===== config.mk =====
export PLATFORM = sky130hd
export DESIGN_NAME = game_score_fsm_flat
export DESIGN_NICKNAME = d
export VERILOG_FILES = /design/src/rtl/game_score_if.sv /design/src/rtl/game_score_fsm.sv /design/src/flat_wrapper.sv
export SDC_FILE = /design/constraint.sdc
export NUM_CORES = 1
export LEC_CHECK = 0
export CAP_MARGIN = 40
export CORE_AREA = 2 2 57 59
export CTS_CLUSTER_SIZE = 16
export DETAILED_ROUTE_END_ITERATION = 8
export DIE_AREA = 0 0 59 61
export PLACE_DENSITY = 0.82
export SLEW_MARGIN = 10
export SYNTH_ARGS = -nofsm -noshare
export SYNTH_HDL_FRONTEND = slang
export SYNTH_SLANG_ARGS = --single-unit
export TNS_END_PERCENT = 5

===== constraint.sdc =====
create_clock -name clk -period 1.8 [get_ports clk]
set_input_delay 0.36 -clock clk [delete_from_list [all_inputs] [get_ports clk]]
set_output_delay 0.36 -clock clk [all_outputs]
set_load 0.005 [all_outputs]

===== src/rtl/game_score_if.sv =====
// Game-flow controller bus: frame tick, start, miss pulses in;
// scores, ball control and match status out.
interface game_score_if #(
    parameter int SCORE_W = 4
);
    logic               i_timing_tick;
    logic               i_start_btn;
    logic               i_miss_left;
    logic               i_miss_right;
    logic [SCORE_W-1:0] o_score_left;
    logic [SCORE_W-1:0] o_score_right;
    logic               o_ball_enable;
    logic               o_ball_reset;
    logic               o_serve_right;
    logic               o_point_pulse;
    logic               o_game_over;
    logic               o_winner_right;

    modport master (
        output i_timing_tick, i_start_btn, i_miss_left, i_miss_right,
        input  o_score_left, o_score_right, o_ball_enable, o_ball_reset,
        input  o_serve_right, o_point_pulse, o_game_over, o_winner_right
    );

    modport slave (
        input  i_timing_tick, i_start_btn, i_miss_left, i_miss_right,
        output o_score_left, o_score_right, o_ball_enable, o_ball_reset,
        output o_serve_right, o_point_pulse, o_game_over, o_winner_right
    );
endinterface


===== src/rtl/game_score_fsm.sv =====
// Match sequencer: idle, serve countdown, play, game over.
// Keeps both scores and drives the ball block and score renderer.
module game_score_fsm #(
    parameter int WIN_SCORE   = 9,
    parameter int SCORE_W     = 4,
    parameter int SERVE_TICKS = 60,
    parameter int CNT_W       = 8
) (
    input  logic         clk,
    input  logic         rst,
    game_score_if.slave  bus
);

    localparam logic [SCORE_W-1:0] WIN_VAL    = SCORE_W'(WIN_SCORE);
    localparam logic [CNT_W-1:0]   SERVE_LAST = CNT_W'(SERVE_TICKS - 1);

    typedef enum logic [1:0] {
        S_IDLE  = 2'd0,
        S_SERVE = 2'd1,
        S_PLAY  = 2'd2,
        S_OVER  = 2'd3
    } state_t;

    state_t             r_state;
    logic [SCORE_W-1:0] r_score_left;
    logic [SCORE_W-1:0] r_score_right;
    logic [CNT_W-1:0]   r_cnt;
    logic               r_serve_right;
    logic               r_point_pulse;
    logic               r_winner_right;
    logic               r_ball_enable;
    logic               r_ball_reset;
    logic               r_game_over;
    logic               r_start_q;
    // Set once the button has been seen low after reset, so a button
    // held through reset cannot start a match on its own.
    logic               r_armed;

    logic               w_start_evt;
    logic               w_miss_valid;
    logic [SCORE_W-1:0] w_left_next;
    logic [SCORE_W-1:0] w_right_next;

    assign w_start_evt  = bus.i_start_btn & ~r_start_q & r_armed;
    assign w_miss_valid = bus.i_miss_left ^ bus.i_miss_right;
    assign w_left_next  = r_score_left + 1'b1;
    assign w_right_next = r_score_right + 1'b1;

    // Match state machine with all outputs registered.
    always_ff @(posedge clk) begin
        if (rst) begin
            r_state        <= S_IDLE;
            r_score_left   <= '0;
            r_score_right  <= '0;
            r_cnt          <= '0;
            r_serve_right  <= 1'b1;
            r_point_pulse  <= 1'b0;
            r_winner_right <= 1'b0;
            r_ball_enable  <= 1'b0;
            r_ball_reset   <= 1'b1;
            r_game_over    <= 1'b0;
            r_start_q      <= 1'b0;
            r_armed        <= 1'b0;
        end else begin
            r_start_q     <= bus.i_start_btn;
            r_point_pulse <= 1'b0;
            if (!bus.i_start_btn) begin
                r_armed <= 1'b1;
            end
            case (r_state)
                S_IDLE: begin
                    if (w_start_evt) begin
                        r_state       <= S_SERVE;
                        r_score_left  <= '0;
                        r_score_right <= '0;
                        r_cnt         <= '0;
                    end
                end
                S_SERVE: begin
                    if (bus.i_timing_tick) begin
                        if (r_cnt == SERVE_LAST) begin
                            r_cnt         <= '0;
                            r_state       <= S_PLAY;
                            r_ball_enable <= 1'b1;
                            r_ball_reset  <= 1'b0;
                        end else begin
                            r_cnt <= r_cnt + 1'b1;
                        end
                    end
                end
                S_PLAY: begin
                    if (w_miss_valid) begin
                        r_point_pulse <= 1'b1;
                        r_ball_enable <= 1'b0;
                        r_ball_reset  <= 1'b1;
                        r_cnt         <= '0;
                        if (bus.i_miss_right) begin
                            r_score_left  <= w_left_next;
                            r_serve_right <= 1'b1;
                            if (w_left_next == WIN_VAL) begin
                                r_state        <= S_OVER;
                                r_game_over    <= 1'b1;
                                r_winner_right <= 1'b0;
                            end else begin
                                r_state <= S_SERVE;
                            end
                        end else begin
                            r_score_right <= w_right_next;
                            r_serve_right <= 1'b0;
                            if (w_right_next == WIN_VAL) begin
                                r_state        <= S_OVER;
                                r_game_over    <= 1'b1;
                                r_winner_right <= 1'b1;
                            end else begin
                                r_state <= S_SERVE;
                            end
                        end
                    end
                end
                S_OVER: begin
                    if (w_start_evt) begin
                        r_state       <= S_SERVE;
                        r_score_left  <= '0;
                        r_score_right <= '0;
                        r_serve_right <= 1'b1;
                        r_game_over   <= 1'b0;
                        r_cnt         <= '0;
                    end
                end
                default: begin
                    r_state <= S_IDLE;
                end
            endcase
        end
    end

    assign bus.o_score_left   = r_score_left;
    assign bus.o_score_right  = r_score_right;
    assign bus.o_ball_enable  = r_ball_enable;
    assign bus.o_ball_reset   = r_ball_reset;
    assign bus.o_serve_right  = r_serve_right;
    assign bus.o_point_pulse  = r_point_pulse;
    assign bus.o_game_over    = r_game_over;
    assign bus.o_winner_right = r_winner_right;

endmodule


===== src/flat_wrapper.sv =====
// flat-port wrapper written by rule: the top's interface ports become plain ports
module game_score_fsm_flat 
#(
    parameter int WIN_SCORE   = 9,
    parameter int SCORE_W     = 4,
    parameter int SERVE_TICKS = 60,
    parameter int CNT_W       = 8
)
  (clk, rst, bus_i_timing_tick, bus_i_start_btn, bus_i_miss_left, bus_i_miss_right, bus_o_score_left, bus_o_score_right, bus_o_ball_enable, bus_o_ball_reset, bus_o_serve_right, bus_o_point_pulse, bus_o_game_over, bus_o_winner_right);
  game_score_if #(.SCORE_W(SCORE_W)) bus_i ();
  input  logic clk;
  input  logic rst;
  input wire logic [$bits(bus_i.i_timing_tick)-1:0] bus_i_timing_tick;
  input wire logic [$bits(bus_i.i_start_btn)-1:0] bus_i_start_btn;
  input wire logic [$bits(bus_i.i_miss_left)-1:0] bus_i_miss_left;
  input wire logic [$bits(bus_i.i_miss_right)-1:0] bus_i_miss_right;
  output wire logic [$bits(bus_i.o_score_left)-1:0] bus_o_score_left;
  output wire logic [$bits(bus_i.o_score_right)-1:0] bus_o_score_right;
  output wire logic [$bits(bus_i.o_ball_enable)-1:0] bus_o_ball_enable;
  output wire logic [$bits(bus_i.o_ball_reset)-1:0] bus_o_ball_reset;
  output wire logic [$bits(bus_i.o_serve_right)-1:0] bus_o_serve_right;
  output wire logic [$bits(bus_i.o_point_pulse)-1:0] bus_o_point_pulse;
  output wire logic [$bits(bus_i.o_game_over)-1:0] bus_o_game_over;
  output wire logic [$bits(bus_i.o_winner_right)-1:0] bus_o_winner_right;
  assign bus_i.i_timing_tick = bus_i_timing_tick;
  assign bus_i.i_start_btn = bus_i_start_btn;
  assign bus_i.i_miss_left = bus_i_miss_left;
  assign bus_i.i_miss_right = bus_i_miss_right;
  assign bus_o_score_left = bus_i.o_score_left;
  assign bus_o_score_right = bus_i.o_score_right;
  assign bus_o_ball_enable = bus_i.o_ball_enable;
  assign bus_o_ball_reset = bus_i.o_ball_reset;
  assign bus_o_serve_right = bus_i.o_serve_right;
  assign bus_o_point_pulse = bus_i.o_point_pulse;
  assign bus_o_game_over = bus_i.o_game_over;
  assign bus_o_winner_right = bus_i.o_winner_right;
  game_score_fsm #(.WIN_SCORE(WIN_SCORE), .SCORE_W(SCORE_W), .SERVE_TICKS(SERVE_TICKS), .CNT_W(CNT_W)) u_core (.clk(clk), .rst(rst), .bus(bus_i));
endmodule

==> reports/results.tsv <==
metric	value	unit
status	finished, final reports clean	
vdd_drop_max	589.3	uV
gr-total-overflow	0	
reg2reg_slack	0.01	ns
worstSkewPairLatency	0.32	ns
ctsHoldBuffers	0	
dp_hpwl	2330	um
tritoncts	yes	
clock_skew	0.005110	ns
wl_per_cell	13.10	um
crit_arrival	2.01	ns
required	2.03	ns
cts-root-buf	clkbuf_4	
diodes	0	
period_minus_slack	1.785	ns
initial_utilization	47.16	%
grt_pass1_wl	5002	um
die_h	61	um
ys.flop_type	dfxtp_1	
grt_pass1_vias	1177	
dieArea	3599	um^2
antenna_found_initial	0	
rsz0062_at_grt	yes	
drt_iter0_drc	62	
ioPinCount	20	
crit_slowest_cell	o41ai_2	
first_pass_iters	4	
synth_seq_cells	26	
r2r_end	u_core.bus.o_ball_reset$_SDFFE_PP1P_	
gp_congestion	0.8855	
maxCapViolations	0	
cts_buffers	3	
synth_warnings	0	
timing.fmax	560.1	MHz
drv_slew	0	
vias_per_cell	5.546	
final_cell_mix	buf_4 (21), dfxtp_1 (21), clkdlybuf4s50_1 (19)	
crit_start	u_core.r_cnt[0]$_SDFFE_PP0P_	
coreArea	2953	um^2
relSlewSlack	78.10	%
gr-usage-all-layers	18.02	%
yosysSeqAreaShare	37.38	%
worstSetupEndpointType	flop	
p_per_area	920.9	nW/um^2
register_area	526.8	um^2
multi_input_area	857.1	um^2
crit_fanout	3	
worstSetupStartpointType	flop	
hold_path.class	reg2reg	
avgSynthCellArea	8.389	um^2
drive_gt1_share	20.98	%
cts.htree.levels	1	
drt_drc_violations_left	0	
p_leak	0.7263	nW
tightestPinTransition	0.3271	ns
cpPeakStageDelay	0.39	ns
cts_sinks	26	
path_cells	ha_4, nand4_1, o41ai_2, and3_4, nand2_1, a221o_1	
hold_viol	0	
synth-edff-count	0	
fin_crit_sh	99.19	%
ys_types	41	
syn_inst	166	
total_power	0.001708	W
via_count	1320	
dieWidth	59	um
totalWireLength	3117	um
holdWs	0.4655	ns
setup_viol	0	
ant_nets	0	
row_count	20	
syn_to_final_growth	33.15	%
nets	221	
critPathKind	reg2reg	
async_flop_share	0	%
nFillCells	260	
r2r_start	u_core.r_cnt[0]$_SDFFE_PP0P_	
worstRegToRegCells	6	
portBuffers	19	
syn_area	1393	um^2
synth_nets	181	
grt_max_degree	15	
clk_pin_slew	0.14	ns
crit_path_end	u_core.bus.o_ball_reset$_SDFFE_PP1P_	
clock_path_buffers	2	
## where the power goes
group	total, W	leakage [nW]	internal (W)	switching [W]
clock network	0.000296	0.0210	0.000124	0.000172
registers	0.000666	0.213	0.000630	0.0000363
logic	0.000746	0.492	0.000391	0.000355
## cells by family after synthesis
kind of cell / share of synthesized area [%]
AOI/OAI and AO/OA: 16.98
xor gates and xnor gates: 5.661
adders and majority gates: 8.086
buffers and inverters: 4.941
DFF: 37.38
muxes: 1.527
and+or+nand+nor: 25.43
## Yosys cell counts (3+ instances only)
master / count / share of area, %
dfxtp_1: 26 / 37
nand4_1: 7 / 3.1
o211ai_1: 4 / 2.2
xor2_1: 7 / 4.4
a21oi_1: 14 / 5.0
inv_1: 12 / 3.2
nor2b_1: 7 / 3.1
nand2b_1: 5 / 2.2
and3_1: 3 / 1.3
ha_1: 9 / 8.1
nand2_1: 13 / 3.5
nor2_1: 17 / 4.6
o21ai_0: 7 / 2.5
## flip-flops by register name, summed over array words and instances, names as in the netlist
register,flops
u_core.bus.o_game_over,1
u_core.bus.o_serve_right,1
u_core.bus.o_ball_reset,1
u_core.r_armed,1
u_core.bus.o_point_pulse,1
u_core.r_cnt,8
u_core.bus.o_ball_enable,1
u_core.r_start_q,1
u_core.r_state,2
u_core.bus.o_score_right,4
u_core.bus.o_winner_right,1
u_core.bus.o_score_left,4
## worst min-delay path by stage
stage,slack [ns],to,start,cells past startpoint
6_report,0.47,u_core.r_armed$_SDFFE_PP0N_,u_core.r_armed$_SDFFE_PP0N_,2
5_1_grt,0.50,u_core.r_armed$_SDFFE_PP0N_,u_core.r_armed$_SDFFE_PP0N_,2
4_1_cts,0.47,u_core.r_armed$_SDFFE_PP0N_,u_core.r_armed$_SDFFE_PP0N_,2
3_5_place_dp,0.45,u_core.r_armed$_SDFFE_PP0N_,u_core.r_armed$_SDFFE_PP0N_,2
3_3_place_gp,0.43,u_core.r_armed$_SDFFE_PP0N_,u_core.r_armed$_SDFFE_PP0N_,2
2_1_floorplan,0.42,u_core.r_armed$_SDFFE_PP0N_,u_core.r_armed$_SDFFE_PP0N_,2
## critical path: cells and delay by family (launching register included)
kind                     cells  cell delay [ns]
flip-flops                   1             0.38
AO/OA/AOI/OAI                2             0.69
AND/OR/NAND/NOR              3             0.47
adder cells (fa/ha/maj)      1             0.15
## layer usage
metal / global-route usage, % / up-vias / part of all wire (%)
li1: - / 655 / -
met1: 22.21 / 630 / 45
met2: 31.43 / 33 / 50
met3: 4.478 / 2 / 4.1
met4: 4.870 / 0 / 0.90
met5: 0 / - / 0
## stage by stage
| stage | setup TNS, ns | instances | utilization, % | setup slack [ns] | area (um^2) |
|---|---|---|---|---|---|
| finish | 0 | 238 | 62.80 | 0.01453 | 1854 |
| global route | -0.1833 | 238 | 62.80 | -0.08093 | 1854 |
| CTS | 0 | 236 | 60.68 | 0.01238 | 1792 |
| detailed placement | -2.932 | 232 | 59.19 | -0.2445 | 1748 |
| global placement | -2.271 | 232 | 59.19 | -0.2188 | 1748 |
| floorplan | 0 | 166 | - | 0.01851 | 1398 |
## final cells by class
| type | count | area share [%] |
|---|---|---|
| multi-input cells | 123 | 46.22 |
| flip-flops and latches | 26 | 28.41 |
| repair buffers | 40 | 18.76 |
| inverters | 12 | 2.429 |
| well taps | 33 | 2.227 |
| clock buffers | 4 | 1.957 |
## repair_timing
item,4_1_cts,5_1_grt
setup buffers,0,2
endpoints found under the setup margin,1,13
pin swaps,0,3
resized for setup,1,13
Power figures use the tool's default switching activity.
